**src/rtl/riscv_pkg.sv**
```systemverilog
// riscv_pkg: shared core constants, fetch FSM states and next-pc select codes
package riscv_pkg;
  localparam int XLEN = 32;
  localparam logic [XLEN-1:0] INSTR_NOP = 32'h0000_0013;
  localparam logic [6:0] OP_LUI    = 7'b0110111;
  localparam logic [6:0] OP_AUIPC  = 7'b0010111;
  localparam logic [6:0] OP_JAL    = 7'b1101111;
  localparam logic [6:0] OP_JALR   = 7'b1100111;
  localparam logic [6:0] OP_BRANCH = 7'b1100011;
  localparam logic [6:0] OP_LOAD   = 7'b0000011;
  localparam logic [6:0] OP_STORE  = 7'b0100011;
  localparam logic [6:0] OP_IMM    = 7'b0010011;
  localparam logic [6:0] OP_OP     = 7'b0110011;
  localparam logic [6:0] OP_SYSTEM = 7'b1110011;
  typedef enum logic [1:0] {IDLE, FETCH, HOLD, DROP} fetch_state_t;
  typedef enum logic [1:0] {PC_KEEP, PC_INC, PC_TGT, PC_PEND} pc_sel_t;
  function automatic logic [XLEN-1:0] word_align(input logic [XLEN-1:0] a);
    return {a[XLEN-1:2], 2'b00};
  endfunction
endpackage

```
**src/rtl/pc_next.sv**
```systemverilog
// pc_next: combinational next fetch address select (hold / pc+4 / redirect target / pending target)
//   i_sel    select code
//   i_pc     current fetch address
//   i_target redirect target from the decoder (low bits masked here)
//   i_pend   pending target captured while a dropped fetch drains
//   o_pc     word-aligned next fetch address
module pc_next
  import riscv_pkg::*;
(
  input  pc_sel_t         i_sel,
  input  logic [XLEN-1:0] i_pc,
  input  logic [XLEN-1:0] i_target,
  input  logic [XLEN-1:0] i_pend,
  output logic [XLEN-1:0] o_pc
);
  always_comb
    o_pc = word_align(i_sel == PC_INC  ? i_pc + 32'd4 :
                      i_sel == PC_TGT  ? i_target :
                      i_sel == PC_PEND ? i_pend : i_pc);
endmodule

```
**src/rtl/fetch_unit.sv**
```systemverilog
// fetch_unit: instruction fetch stage, one outstanding imem request, output hold register, branch redirect
//   clk, rst_n                 clock, synchronous active-low reset
//   imem_req/addr/ack/rdata    instruction memory req/ack handshake
//   instr_valid/instr/instr_pc fetched instruction to the decoder
//   instr_ready                decoder accepts the held instruction
//   redirect/redirect_target   taken branch (PcSrc) and its target
module fetch_unit
  import riscv_pkg::*;
#(
  parameter logic [31:0] RESET_PC = 32'h0000_0000
) (
  input  logic        clk,
  input  logic        rst_n,
  output logic        imem_req,
  output logic [31:0] imem_addr,
  input  logic        imem_ack,
  input  logic [31:0] imem_rdata,
  output logic        instr_valid,
  output logic [31:0] instr,
  output logic [31:0] instr_pc,
  input  logic        instr_ready,
  input  logic        redirect,
  input  logic [31:0] redirect_target
);
  fetch_state_t r_state, w_state_nxt;
  pc_sel_t      w_sel;
  logic [31:0]  r_pc, r_pend, r_instr, r_instr_pc, w_pc_nxt;
  logic         r_valid, w_fetch, w_drop, w_ack, w_load, w_pend_ld, w_squash;
  always_ff @(posedge clk)
    if (!rst_n) r_state <= IDLE;
    else r_state <= w_state_nxt;
  // A redirect with no ack must not move imem_addr, so it parks in DROP until the stale ack drains.
  always_comb
    w_state_nxt = r_state == IDLE  ? FETCH :
                  r_state == FETCH ? (imem_ack ? (redirect ? FETCH : HOLD) : (redirect ? DROP : FETCH)) :
                  r_state == DROP  ? (imem_ack ? FETCH : DROP) :
                  (instr_ready | redirect) ? FETCH : HOLD;
  always_comb begin
    w_fetch   = r_state == FETCH;
    w_drop    = r_state == DROP;
    imem_req  = w_fetch | w_drop;
    w_ack     = imem_ack & imem_req;
    w_load    = w_fetch & imem_ack & !redirect;
    w_pend_ld = redirect & ((w_fetch & !imem_ack) | w_drop);
    w_squash  = r_state == HOLD & (instr_ready | redirect);
    // A redirect wins whenever pc is free to move: IDLE, any ack, or leaving HOLD.
    w_sel     = redirect & (r_state == IDLE | w_ack | w_squash) ? PC_TGT :
                w_load ? PC_INC :
                w_drop & imem_ack ? PC_PEND : PC_KEEP;
  end
  pc_next u_pc_next (
    .i_sel   (w_sel),
    .i_pc    (r_pc),
    .i_target(redirect_target),
    .i_pend  (r_pend),
    .o_pc    (w_pc_nxt)
  );
  always_ff @(posedge clk)
    if (!rst_n) begin
      r_pc       <= RESET_PC;
      r_pend     <= '0;
      r_instr    <= INSTR_NOP;
      r_instr_pc <= RESET_PC;
      r_valid    <= 1'b0;
    end else begin
      r_pc <= w_pc_nxt;
      if (w_pend_ld) r_pend <= word_align(redirect_target);
      if (w_load) begin
        r_instr    <= imem_rdata;
        r_instr_pc <= r_pc;
      end
      r_valid <= w_load ? 1'b1 : w_squash ? 1'b0 : r_valid;
    end
  assign imem_addr   = r_pc;
  assign instr_valid = r_valid;
  assign instr       = r_instr;
  assign instr_pc    = r_instr_pc;
endmodule

```
**config.mk**
```make
export PLATFORM = sky130hd
export DESIGN_NAME = fetch_unit
export DESIGN_NICKNAME = d
export VERILOG_FILES = /design/src/rtl/riscv_pkg.sv /design/src/rtl/pc_next.sv /design/src/rtl/fetch_unit.sv
export SDC_FILE = /design/constraint.sdc
export NUM_CORES = 1
export LEC_CHECK = 0
export ABC_AREA = 1
export BUFFER_PORTS_ARGS = -buffer_cell sky130_fd_sc_hd__buf_2
export CORE_MARGIN = 8
export CORE_UTILIZATION = 25
export DETAILED_ROUTE_END_ITERATION = 10
export PLACE_DENSITY = 0.43
export SYNTH_ARGS = -nofsm -noshare
export SYNTH_HDL_FRONTEND = slang
export SYNTH_SLANG_ARGS = --single-unit
```
**constraint.sdc**
```tcl
create_clock -name clk -period 1.7 [get_ports clk]
set_input_delay 0.085 -clock clk [delete_from_list [all_inputs] [get_ports clk]]
set_output_delay 0.085 -clock clk [all_outputs]
set_load 0.01 [all_outputs]
```
After elaboration in Yosys (flattened, before gate mapping)
Index checks and enable logic that the tools add are counted.
{"block": "classes", "n_eq_ne": 6, "muxes": 16, "bitwise_logic": 14, "addsub": 1, "reduce_logical": 6}
{"op": "2-to-1 mux 32 bit", "count": 3}
{"op": "adder 32 x 3 -> 32 bit (second input constant)", "count": 1}
{"op": "2-to-1 mux 2 bit", "count": 10}
{"op": "bitwise AND 1 bit", "count": 8}
{"op": "equality test 2 bit (second input constant)", "count": 4}
{"op": "bitwise OR 1 bit", "count": 5}
{"op": "equality test 2 x 1 -> 1 bit (second input constant)", "count": 2}
{"op": "2-to-1 mux 1 bit", "count": 3}
{"op": "nonzero test 3 bit", "count": 1}
{"op": "logical NOT 1 bit", "count": 2}
{"op": "logical NOT 2 bit", "count": 1}
{"op": "nonzero test 2 bit", "count": 1}
{"op": "OR reduction 2 bit", "count": 1}
{"op": "inverter 1 bit", "count": 1}
{"block": "word_totals", "in_bits": 69, "word_cells": 51, "regBits": 129, "output_inout_bits": 98}

Depth between registers and ports, before layout
{"block": "depth", "ltp_word": 11, "ltp_mapped": 11, "ltp_nobuf": 10}

Hierarchy
Synthesis repeated with hierarchy kept, for this count alone.
{"block": "unflattened", "cells_unflattened": 1111, "area_unflattened_um2": 6901.6}
{"module": "fetch_unit", "seq_area_each_um2": 2582.5, "n_inst": 1, "cells_each": 731, "area_per_inst_um2": 5017.3}
{"module": "pc_next", "seq_area_each_um2": 0.0, "n_inst": 1, "cells_each": 380, "area_per_inst_um2": 1884.3}

Worst setup path after synthesis
Ideal clock, no wire load.
{"block": "synth_path", "path_type": "register to register", "startpoint": "register r_pc[2], in the netlist imem_addr[2]", "endpoint": "register r_pc[26], in the netlist imem_addr[26]", "t_required_ns": 1.591, "arrival_time_ns": 1.483, "setup_time_ns": 0.109, "path_buffers": 1, "synth_period_minus_slack_ns": 1.592, "slack_ns": 0.108, "path_stages_with_launch": 12, "cell_sequence": "dfxtp_1 ha_1 nand2_1 nor2_2 nand2_2 nor2_4 buf_4 nand3_1 nand2_1 nand3_1 nand2_1 inv_1"}
{"block": "synth_via", "elab_chain_cells": 2}
{"element": "from (decl)", "line_no": "fetch_unit.sv:27", "rtl": "logic [31:0] r_pc, r_pend, r_instr, r_instr_pc, w_pc_nxt;"}
{"element": "from (signal assigned)", "line_no": "fetch_unit.sv:66", "rtl": "r_pc <= w_pc_nxt;"}
{"element": "adder 32 x 3 -> 32 bit", "line_no": "pc_next.sv:17", "rtl": "o_pc = word_align(i_sel == PC_INC ? i_pc + 32'd4 :"}
{"element": "2-to-1 mux 32 bit", "line_no": "pc_next.sv:17"}
Every way passes these cells.
A chain may end at the register's enable or synchronous reset.

Worst setup path after layout
{"block": "layout_path", "startpoint": "register r_pc[2], in the netlist imem_addr[2]", "endpoint": "register r_pc[30], in the netlist imem_addr[30]"}
The elaborated chain is that of the path after synthesis.

==> summary by stage <==
Status
The run finished with clean final reports.

Die
The initial standard-cell utilization of the core is 0.251. The die is 169 microns tall. The placeable core area is 0.0232 sq mm. The initialized floorplan defines 56 standard-cell rows. The number of ports placed on the die boundary is 167.

The die is 169 microns wide. The die covers 0.0284 sq mm.

Setup path
Measured in cells, the most critical reg-to-reg path has a length of 11. The data arrival time of the critical path is 1.90 ns. The endpoint kind of the worst setup timing path is a flop. The launching point of the worst reg2reg path is imem_addr[2]. The internal reg-to-reg setup slack is 0.12 ns. The capture instance of the worst register-to-register path is imem_addr[30]. The stage delay of the slowest cell on the critical path is 0.35 ns. Traced cell by cell, the critical path runs through ha_4 > nand2_2 > nor2_4 > nand2_4 > nor2_4 > buf_12 > nand3_1 > nand2_1 > nand3_1 > nand2_1 > inv_1. Along the worst path, the maximum fanout reaches 5. The critical path is of the reg2reg type. STA classifies the critical path startpoint as a flop. The slowest cell on the critical path is sky130_fd_sc_hd__dfxtp_2. At the worst endpoint, the required time is 2.03 ns.

Power and ir drop
The worst-case IR drop observed on VDD is 557 uV. Dividing total power by cell area gives a power density of 987 mW/mm^2. The analysis attributes to cell leakage a power of 0.00400 uW. The final total power is 8380 uW.

Worst hold path
The hold-critical path depth is 4. The path with the worst hold slack has its endpoint at r_state[1]. The worst hold path belongs to the class in2reg. The startpoint of the most critical hold path is instr_ready.

Finish
The number of antenna repair diodes is 0. The cell area after layout is 0.00849 sq mm. The share of layout cells above drive strength 1 is 0.232. The final instance count without filler cells is 1422. Leaving out fill and tap cells, the most frequent cell in the layout is sky130_fd_sc_hd__nor2_1.

The top cell types in the final layout, fill and taps aside, are sky130_fd_sc_hd__nor2_1, sky130_fd_sc_hd__buf_2, sky130_fd_sc_hd__nand2_1. The count of filler cells inserted in the layout is 2535. The area added between synthesis and finish is 46.0%. The final net count is 1161.

Clocking
The TritonCTS clock tree is done. The clock transition at the register clock pins on the worst setup and hold paths after CTS is 0.06 ns. The cell at the root of the clock tree is sky130_fd_sc_hd__clkbuf_16. Clock tree synthesis inserted a total of 17 buffers. For the worst-skew pair, the clock arrives at the later sink with an insertion delay of 0.42 ns. CTS built an H-tree with a depth of 4. The total number of clock tree sinks is 125.

The deepest clock path buffer count is 2.

STA
Setup violations remaining at the end of the flow were counted as 0. The max-slew violation count is 0. The hold violation count in the final report is 0. The post-layout minimum cycle time is 1.58 ns.

The smallest hold slack is 0.0262 ns. Setup repair after global routing left no endpoint under its margin. Setup total negative slack on the finished layout was measured at 0 ns. Static timing analysis puts the maximum clock frequency at 635 MHz. The worst clock skew is 0.0107 ns. In the finished design, the share of the clock period the worst path needs comes to 0.927.

Place
The post-place instance area is 0.00715 sq mm. The number of port buffers is 160. The HPWL after detailed placement is 15100 microns. Routability-driven placement finished with a final weighted congestion of 0.808. The number of placed instances, taps included, is 1325.

Yosys
Yosys attributes the largest share of cell area to sky130_fd_sc_hd__dfxtp_1, sky130_fd_sc_hd__nor2_1, sky130_fd_sc_hd__o21ai_0. Among all flip-flop cells after synthesis, the most frequent one is sky130_fd_sc_hd__dfxtp_1. The mean post-synth cell area is 6.77 sq um. The share of the synthesized area in the top cell type is 0.430. Counting flops and latches in the post-synthesis netlist gives 125. The biggest area contributor in the post-synthesis netlist is sky130_fd_sc_hd__dfxtp_1. The synthesis warning total is 0. The sequential share of the synthesized area is 0.430. After synthesis, the share of flip-flops with an asynchronous set or reset is 0. The number of enable-type register cells in the synthesized netlist is 0. Synthesis produced 859 cells. The unique cell type count in the Yosys netlist is 33. The cell area that synthesis handed to floorplanning was 0.00582 sq mm.

Detailed routing
The average wire length per cell after detail routing is 14.8 microns. The DRC marker count from the first detailed-route iteration is 411. The final layout contains routed wiring with a total length of 21100 microns. The count of TritonRoute iterations in the first routing pass is 5.

The detail route stage leaves a number of antenna-violating nets equal to 0. The count of unresolved DRC violations after routing is 0. Summing over every cut layer, the via total after detailed routing is 6211.

After detailed routing, the number of vias per cell comes to 4.37.

Global route
The overall overflow remaining after global route is 0. The maximum number of pins on one net before global-route repair is 53. The number of global-route vias before repair was 6022. Across every metal layer, demand over resource in global routing totals 0.148. The number of antenna violations at the first check in global routing was 0. The first global-routing pass estimated 33700 microns of wire.

Run
Max-cap violations in this run came to 0.
sequential cells by signal, indices dropped and copies added (netlist names):
name / flops
instr_pc: 30
imem_addr: 30
r_state: 2
instr_valid: 1
r_pend: 30
instr: 32
cell families after synthesis:
logic type	synth area share
AO/OA/AOI/OAI	0.181
adder cells (fa/ha/maj)	0.00430
buffers and inverters	0.101
flip-flops	0.430
other	0.000645
AND/OR/NAND/NOR	0.283
routing by layer:
layer | GRT usage | part of all wire
met1 | 0.208 | 0.52
met2 | 0.223 | 0.42
met3 | 0.0356 | 0.050
met4 | 0.0388 | 0.0092
met5 | 0 | 0
per-stage QoR:
stage	utilization	setup slack, ns
after floorplan	-	0.108
after global placement	0.308	0.0660
after detailed placement	0.308	0.0514
after CTS	0.362	0.0374
after global routing	0.366	0.00881
final	0.366	0.124
final cells by class:
class                           instances  area, sq um  share of cell area
Timing Repair Buffer                  264         1900               0.223
Inverter                               80          303              0.0356
Clock inverter                         13          164              0.0193
Clock buffer                           19          453              0.0533
Multi-Input combinational cell        602         2770               0.326
Tap cell                              319          399              0.0470
Sequential cell                       125         2510               0.295
worst max-delay path by stage:
stage / start / to
3_3_place_gp: imem_addr[2] / imem_addr[22]
6_report: imem_addr[2] / imem_addr[30]
3_5_place_dp: imem_addr[2] / imem_addr[22]
2_1_floorplan: imem_addr[2] / imem_addr[26]
4_1_cts: imem_addr[2] / imem_addr[22]
5_1_grt: imem_addr[8] / imem_addr[17]
cell usage after synthesis, types with 4 or more instances:
cell type	n
sky130_fd_sc_hd__o211a_1	6
sky130_fd_sc_hd__buf_2	24
sky130_fd_sc_hd__buf_4	7
sky130_fd_sc_hd__o211ai_1	7
sky130_fd_sc_hd__nor2_2	4
sky130_fd_sc_hd__nor3_1	7
sky130_fd_sc_hd__nand4_1	6
sky130_fd_sc_hd__a31oi_1	6
sky130_fd_sc_hd__nand3_1	63
sky130_fd_sc_hd__inv_1	75
sky130_fd_sc_hd__nor2_1	182
sky130_fd_sc_hd__nand2_2	4
sky130_fd_sc_hd__clkbuf_1	21
sky130_fd_sc_hd__a21oi_1	53
sky130_fd_sc_hd__nand2_1	130
sky130_fd_sc_hd__inv_2	5
sky130_fd_sc_hd__o21ai_1	8
sky130_fd_sc_hd__dfxtp_1	125
sky130_fd_sc_hd__o21ai_0	108
what timing repair did:
action / in CTS / in global routing
resized for setup: 0 / 10
setup endpoints to repair: 0 / 10
endpoints found under the hold margin: 63 / 0
hold buffers: 62 / 0
buffers inserted: 0 / 1
worst max-delay path, delay by kind of cell (launching register included):
family | cells | cell delay (ns)
adders and majority gates | 1 | 0.14
buffers and inverters | 2 | 0.18
and+or+nand+nor | 8 | 0.82
DFF | 1 | 0.35
power breakdown:
| part | switching, uW | internal (uW) | leakage [uW] |
|---|---|---|---|
| clock network | 1410 | 2390 | 0.000299 |
| logic | 747 | 560 | 0.00267 |
| registers | 148 | 3130 | 0.00103 |
No activity file was read; power rests on OpenSTA's default activity.
